<file path="src/rtl/simple_processor_pkg.sv">
// Shared types for the logic-op datapath and its scheduler.
package simple_processor_pkg;

  localparam int DATA_WIDTH = 32;

  typedef enum logic [1:0] {
    ALU_AND = 2'd0,
    ALU_OR  = 2'd1,
    ALU_XOR = 2'd2,
    ALU_NOT = 2'd3
  } alu_func_t;

  typedef enum logic {
    ST_IDLE = 1'b0,
    ST_BUSY = 1'b1
  } alu_sched_state_t;

endpackage

</file>
<file path="src/rtl/alu_gate.sv">
// Combinational bitwise logic unit; NOT ignores operand b.
module alu_gate
  import simple_processor_pkg::*;
#(
  parameter int WIDTH = DATA_WIDTH
) (
  input  logic [WIDTH-1:0] a,
  input  logic [WIDTH-1:0] b,
  input  alu_func_t        func,
  output logic [WIDTH-1:0] y
);

  always_comb begin
    y = '0;
    case (func)
      ALU_AND: y = a & b;
      ALU_OR:  y = a | b;
      ALU_XOR: y = a ^ b;
      ALU_NOT: y = ~a;
      default: y = '0;
    endcase
  end

endmodule

</file>
<file path="src/rtl/rr_arbiter.sv">
// Combinational round-robin arbiter: first set request at or after ptr, wrapping.
module rr_arbiter #(
  parameter int NUM_REQ = 2,
  localparam int IDX_W  = (NUM_REQ > 1) ? $clog2(NUM_REQ) : 1
) (
  input  logic [NUM_REQ-1:0] req,
  input  logic [IDX_W-1:0]   ptr,
  output logic [NUM_REQ-1:0] gnt,
  output logic [IDX_W-1:0]   gnt_idx
);

  always_comb begin
    int   idx;
    logic found;
    gnt     = '0;
    gnt_idx = '0;
    found   = 1'b0;
    idx     = 0;
    for (int off = 0; off < NUM_REQ; off++) begin
      idx = int'(ptr) + off;
      if (idx >= NUM_REQ) idx = idx - NUM_REQ;
      if (!found && req[IDX_W'(idx)]) begin
        found              = 1'b1;
        gnt[IDX_W'(idx)]   = 1'b1;
        gnt_idx            = IDX_W'(idx);
      end
    end
  end

endmodule

</file>
<file path="src/rtl/alu_gate_sched.sv">
// Shares one alu_gate between NUM_REQ requesters, one registered operation at a time.
//
// state   | meaning
// --------+-----------------------------------------------------------
// ST_IDLE | arbitrating; the granted request is accepted this cycle
// ST_BUSY | result held in res_q until the owner takes the response
module alu_gate_sched
  import simple_processor_pkg::*;
#(
  parameter int NUM_REQ    = 2,
  parameter int DATA_WIDTH = simple_processor_pkg::DATA_WIDTH
) (
  input  logic                                clk_i,
  input  logic                                rst_ni,
  input  logic [NUM_REQ-1:0]                  req_valid_i,
  output logic [NUM_REQ-1:0]                  req_ready_o,
  input  logic [NUM_REQ-1:0][DATA_WIDTH-1:0]  req_rs1_i,
  input  logic [NUM_REQ-1:0][DATA_WIDTH-1:0]  req_rs2_i,
  input  alu_func_t [NUM_REQ-1:0]             req_func_i,
  output logic [NUM_REQ-1:0]                  rsp_valid_o,
  input  logic [NUM_REQ-1:0]                  rsp_ready_i,
  output logic [DATA_WIDTH-1:0]               rsp_data_o,
  output logic                                busy_o,
  output logic [31:0]                         op_count_o
);

  localparam int IDX_W = (NUM_REQ > 1) ? $clog2(NUM_REQ) : 1;

  alu_sched_state_t      state_q;
  logic [IDX_W-1:0]      prio_q;
  logic [NUM_REQ-1:0]    rsp_valid_q;
  logic [DATA_WIDTH-1:0] res_q;
  logic [31:0]           cnt_q;

  logic [NUM_REQ-1:0]    gnt;
  logic [IDX_W-1:0]      gnt_idx;
  logic [IDX_W-1:0]      prio_next;
  logic [DATA_WIDTH-1:0] alu_y;
  logic                  rsp_done;

  rr_arbiter #(.NUM_REQ(NUM_REQ)) u_arb (
    .req     (req_valid_i),
    .ptr     (prio_q),
    .gnt     (gnt),
    .gnt_idx (gnt_idx)
  );

  alu_gate #(.WIDTH(DATA_WIDTH)) u_alu (
    .a    (req_rs1_i[gnt_idx]),
    .b    (req_rs2_i[gnt_idx]),
    .func (req_func_i[gnt_idx]),
    .y    (alu_y)
  );

  // Reset gates the grant so no requester sees a handshake while held in reset.
  assign req_ready_o = (rst_ni && state_q == ST_IDLE) ? gnt : '0;
  assign prio_next   = (gnt_idx == IDX_W'(NUM_REQ - 1)) ? '0 : gnt_idx + 1'b1;

  // rsp_valid_q is one-hot on the owner, so it doubles as the owner record.
  assign rsp_done    = |(rsp_valid_q & rsp_ready_i);

  always_ff @(posedge clk_i) begin
    if (!rst_ni) begin
      state_q     <= ST_IDLE;
      prio_q      <= '0;
      rsp_valid_q <= '0;
      res_q       <= '0;
      cnt_q       <= '0;
    end else begin
      case (state_q)
        ST_IDLE: begin
          if (|gnt) begin
            res_q       <= alu_y;
            rsp_valid_q <= gnt;
            prio_q      <= prio_next;
            state_q     <= ST_BUSY;
          end
        end
        ST_BUSY: begin
          if (rsp_done) begin
            rsp_valid_q <= '0;
            res_q       <= '0;
            cnt_q       <= cnt_q + 32'd1;
            state_q     <= ST_IDLE;
          end
        end
        default: state_q <= ST_IDLE;
      endcase
    end
  end

  assign rsp_valid_o = rsp_valid_q;
  assign rsp_data_o  = res_q;
  assign busy_o      = (state_q == ST_BUSY);
  assign op_count_o  = cnt_q;

endmodule

</file>
<file path="config.mk">
export PLATFORM = sky130hd
export DESIGN_NAME = alu_gate_sched
export DESIGN_NICKNAME = d
export VERILOG_FILES = /design/src/rtl/simple_processor_pkg.sv /design/src/rtl/alu_gate.sv /design/src/rtl/rr_arbiter.sv /design/src/rtl/alu_gate_sched.sv
export SDC_FILE = /design/constraint.sdc
export NUM_CORES = 1
export LEC_CHECK = 0
export CORE_MARGIN = 2
export CORE_UTILIZATION = 50
export CTS_BUF_LIST = sky130_fd_sc_hd__clkbuf_8
export DETAILED_ROUTE_END_ITERATION = 16
export PLACE_DENSITY = 0.89
export SLEW_MARGIN = 10
export SYNTH_ARGS = -nofsm -noshare
export SYNTH_HDL_FRONTEND = slang
export SYNTH_HIERARCHICAL = 1
export SYNTH_SLANG_ARGS = --single-unit
export TNS_END_PERCENT = 100
</file>
<file path="constraint.sdc">
create_clock -name clk_i -period 6.8 [get_ports clk_i]
set_clock_uncertainty 0.2 [all_clocks]
set_input_delay 1.7 -clock clk_i [delete_from_list [all_inputs] [get_ports clk_i]]
set_output_delay 1.7 -clock clk_i [all_outputs]
set_load 0.01 [all_outputs]
</file>
==> summary.txt <==
Antenna fix cells -> 0
Critical-path cell list -> clkdlybuf4s50_1 > inv_2 > nor3b_1 > clkdlybuf4s50_1
Post-Syn Instances -> 603
YS warnings -> 6
GRT overflow -> 0
Status -> finished clean
Clk sink count -> 68
Post_cts resized -> 0
Cell variety after synth -> 42
Synth Area in Adders -> 14.61%
Gate power share -> 35.0%
Port bufs -> 204
Residual DRC -> 0
Synthesized area -> 5568 um^2
RSZ-0062 raised after global routing -> false
CTS tree -> built
Die area -> 12000 um^2
Drt initial violations -> 281
Wire length per cell -> 15.81 um
Internal power -> 0.0008864 W
WL final -> 14720 um
Tot GR Track Use -> 24.72%
ANT nets after route -> 0
Die width -> 109.5 um
Reg clk slew, reported paths -> 0.07 ns
Final setup TNS -> 0 ns
Leakage -> 3.296 nW
Most frequent CP cell -> clkdlybuf4s50_1
Synth Area in Compound Gates -> 4.225%
Register Area -> 1361 um^2
Main area contributors after synthesis -> dfxtp_1 (24%), ha_1 (15%), mux2_2 (13%), mux4_2 (13%), inv_1 (6.6%)
Sw Share -> 29.29%
Site Rows -> 38
Mapped Nets -> 806
Core outline area -> 10840 um^2
Slew Viols, Final -> 0
Simple logic cell fraction of the synthesized area -> 15.21%
RD Place Congestion -> 0.8177
Synth top area share -> 24.45%
Critical path capture point type -> output pin
Most frequent cells after synthesis -> inv_1 (98), dfxtp_1 (68), mux2_2 (66)
Post-layout instance area -> 7829 um^2
#FFs+latches synth -> 68
Number of global-route vias before repair -> 5154
VDD IR-drop max -> 0.1039 mV
CP max-delay cell -> clkdlybuf4s50_1
CTS Buffer Depth -> 2
Worst Path Arrival -> 3.29 ns
Fillers -> 772
WS Path Type -> in -> out
Initial Util -> 51.36%
HPWL after DPL -> 11200 um
Placed Area -> 7606 um^2
H-tree levels -> 3
Number of hold violations in the final report -> 0
Main combinational cell family by area after synthesis -> multiplexers
Max-cap violations -> 0
Top FF cell, synth -> dfxtp_1
Inserted Clock Buffers -> 9
Drt first pass iters -> 4
Avg Cell Area, Syn -> 9.234 um^2
PwrDens -> 160.1 nW/um^2
Nets -> 989
Critical Path Source Type -> primary input
Count leader, synth -> inv_1
Fraction of layout cells with a size suffix above 1 -> 16.56%
Postcts setup bufs -> 0
Seq pwr share -> 35.3%
Cts hold-fix bufs -> 0
Area occupied by multi-input gates -> 3615 um^2
Hold Crit Class -> reg -> reg
Area delta synth->final -> 40.61%
Final worst path period need -> 5.192 ns
Global-route wire length before repair -> 23440 um
Fin crit share -> 76.36%
XOR/XNOR share of the synthesized area -> 4.404%
FFs w/ async S/R, synth -> 0%
Sequential share of the synthesized area -> 24.45%
Worst Max-Slew Pin Slew -> 1.086 ns
Vias post-DR -> 5021
Final core occ -> 72.22%
Max incr delay on CP -> 0.62 ns
Top delay family on crit path -> buffers and inverters
WP data required -> 4.90 ns
Mux cell area share after synthesis -> 26.36%
Final setup viols -> 0
Clk network pwr share -> 29.8%
Pin count of the biggest net entering global routing -> 66
Maximum achievable frequency -> 192.6 MHz
Area leader, netlist -> dfxtp_1
Die Height -> 109.5 um
Crit-path max FO -> 5
Initial antenna violation count -> 0
Io pins -> 207
Root Driver -> clkbuf_8
Number of synthesized flops with an enable pin -> 0
Worst skew pair latency -> 0.34 ns
Slew headroom -> 27.57%
Vias/cell -> 5.393
Net switching power -> 0.0003671 W
WP buf/inv -> 3
-- cells by family (layout without fill, tap and decap cells) --
logic type	after synthesis	after routing
flops	68	68
mux	98	98
other cells	1	1
simple gates	163	163
xor+xnor	28	28
compound gates	44	44
buf+inv	136	324
fa+ha+maj	65	65
-- per-layer routing --
layer,vias up,global-route usage [%],part of all wire [%]
met5,-,0,0
met4,0,8.318,2.2
met3,23,5.216,5.6
met2,157,47.97,54
met1,2435,26.15,38
li1,2406,-,-
-- path summary, 6_finish.rpt --
path,startpoint,to,slack (ns),cells after the start
min,rsp_data_o[14]$_SDFFE_PN0P_,rsp_data_o[14]$_SDFFE_PN0P_,0.27,2
min reg2reg,rsp_data_o[14]$_SDFFE_PN0P_,rsp_data_o[14]$_SDFFE_PN0P_,0.27,2
max,rst_ni,req_ready_o[0],1.61,4
max reg2reg,prio_q$_SDFFE_PN0P_,rsp_data_o[4]$_SDFFE_PN0P_,3.62,5
-- cell type report --
class                   count  share of cell area, %
clock inverters             7                  1.263
inverters                  98                  4.699
multi-input cells         399                  46.17
repair buffers            210                  26.66
clock buffers               9                  1.582
flip-flops and latches     68                  17.39
well taps                 140                  2.237
-- placed cells by master (no fill, tap or decap), types with 22 or more instances in the layout --
master           count
mux4_2              31
ha_1                65
nand2_1             45
nor2_1              30
mux2_2              66
nand3_1             42
a21oi_1             37
inv_1               97
xor2_1              22
clkdlybuf4s50_1    204
dfxtp_1             68
-- flip-flops by register name, indices dropped and copies added, names as in the netlist --
register	count
rsp_valid_o	2
busy_o	1
prio_q	1
op_count_o	32
rsp_data_o	32
-- per-stage QoR --
stage          worst slack, ns   power, W  std cells  hold WS (ns)
6_report                 1.608   0.001254        931        0.2666
5_1_grt                  1.563   0.001323        931        0.2927
4_1_cts                  1.617   0.001263        931        0.2712
3_5_place_dp             1.639  0.0008880        915        0.2583
3_3_place_gp             1.669  0.0008637        915        0.2537
2_1_floorplan            2.701  0.0007080        603        0.2820
-- power by group through the flow --
stage	Clock (W)	Sequential [W]	Combinational, W
final	0.000373	0.000442	0.000438
after global placement	0	0.000450	0.000414
after global routing	0.000398	0.000445	0.000479
after detailed placement	0	0.000451	0.000437
after floorplan	0	0.000460	0.000248
after CTS	0.000382	0.000442	0.000440
-- worst register-to-register path, stage by stage (launching register included) --
cell and delay (ns):
dfxtp_1 0.37, and2_2 0.62, mux2_2 1.05, mux4_2 0.62, nand2_1 0.09, a21oi_1 0.08
(Power assumes the default switching activity.)
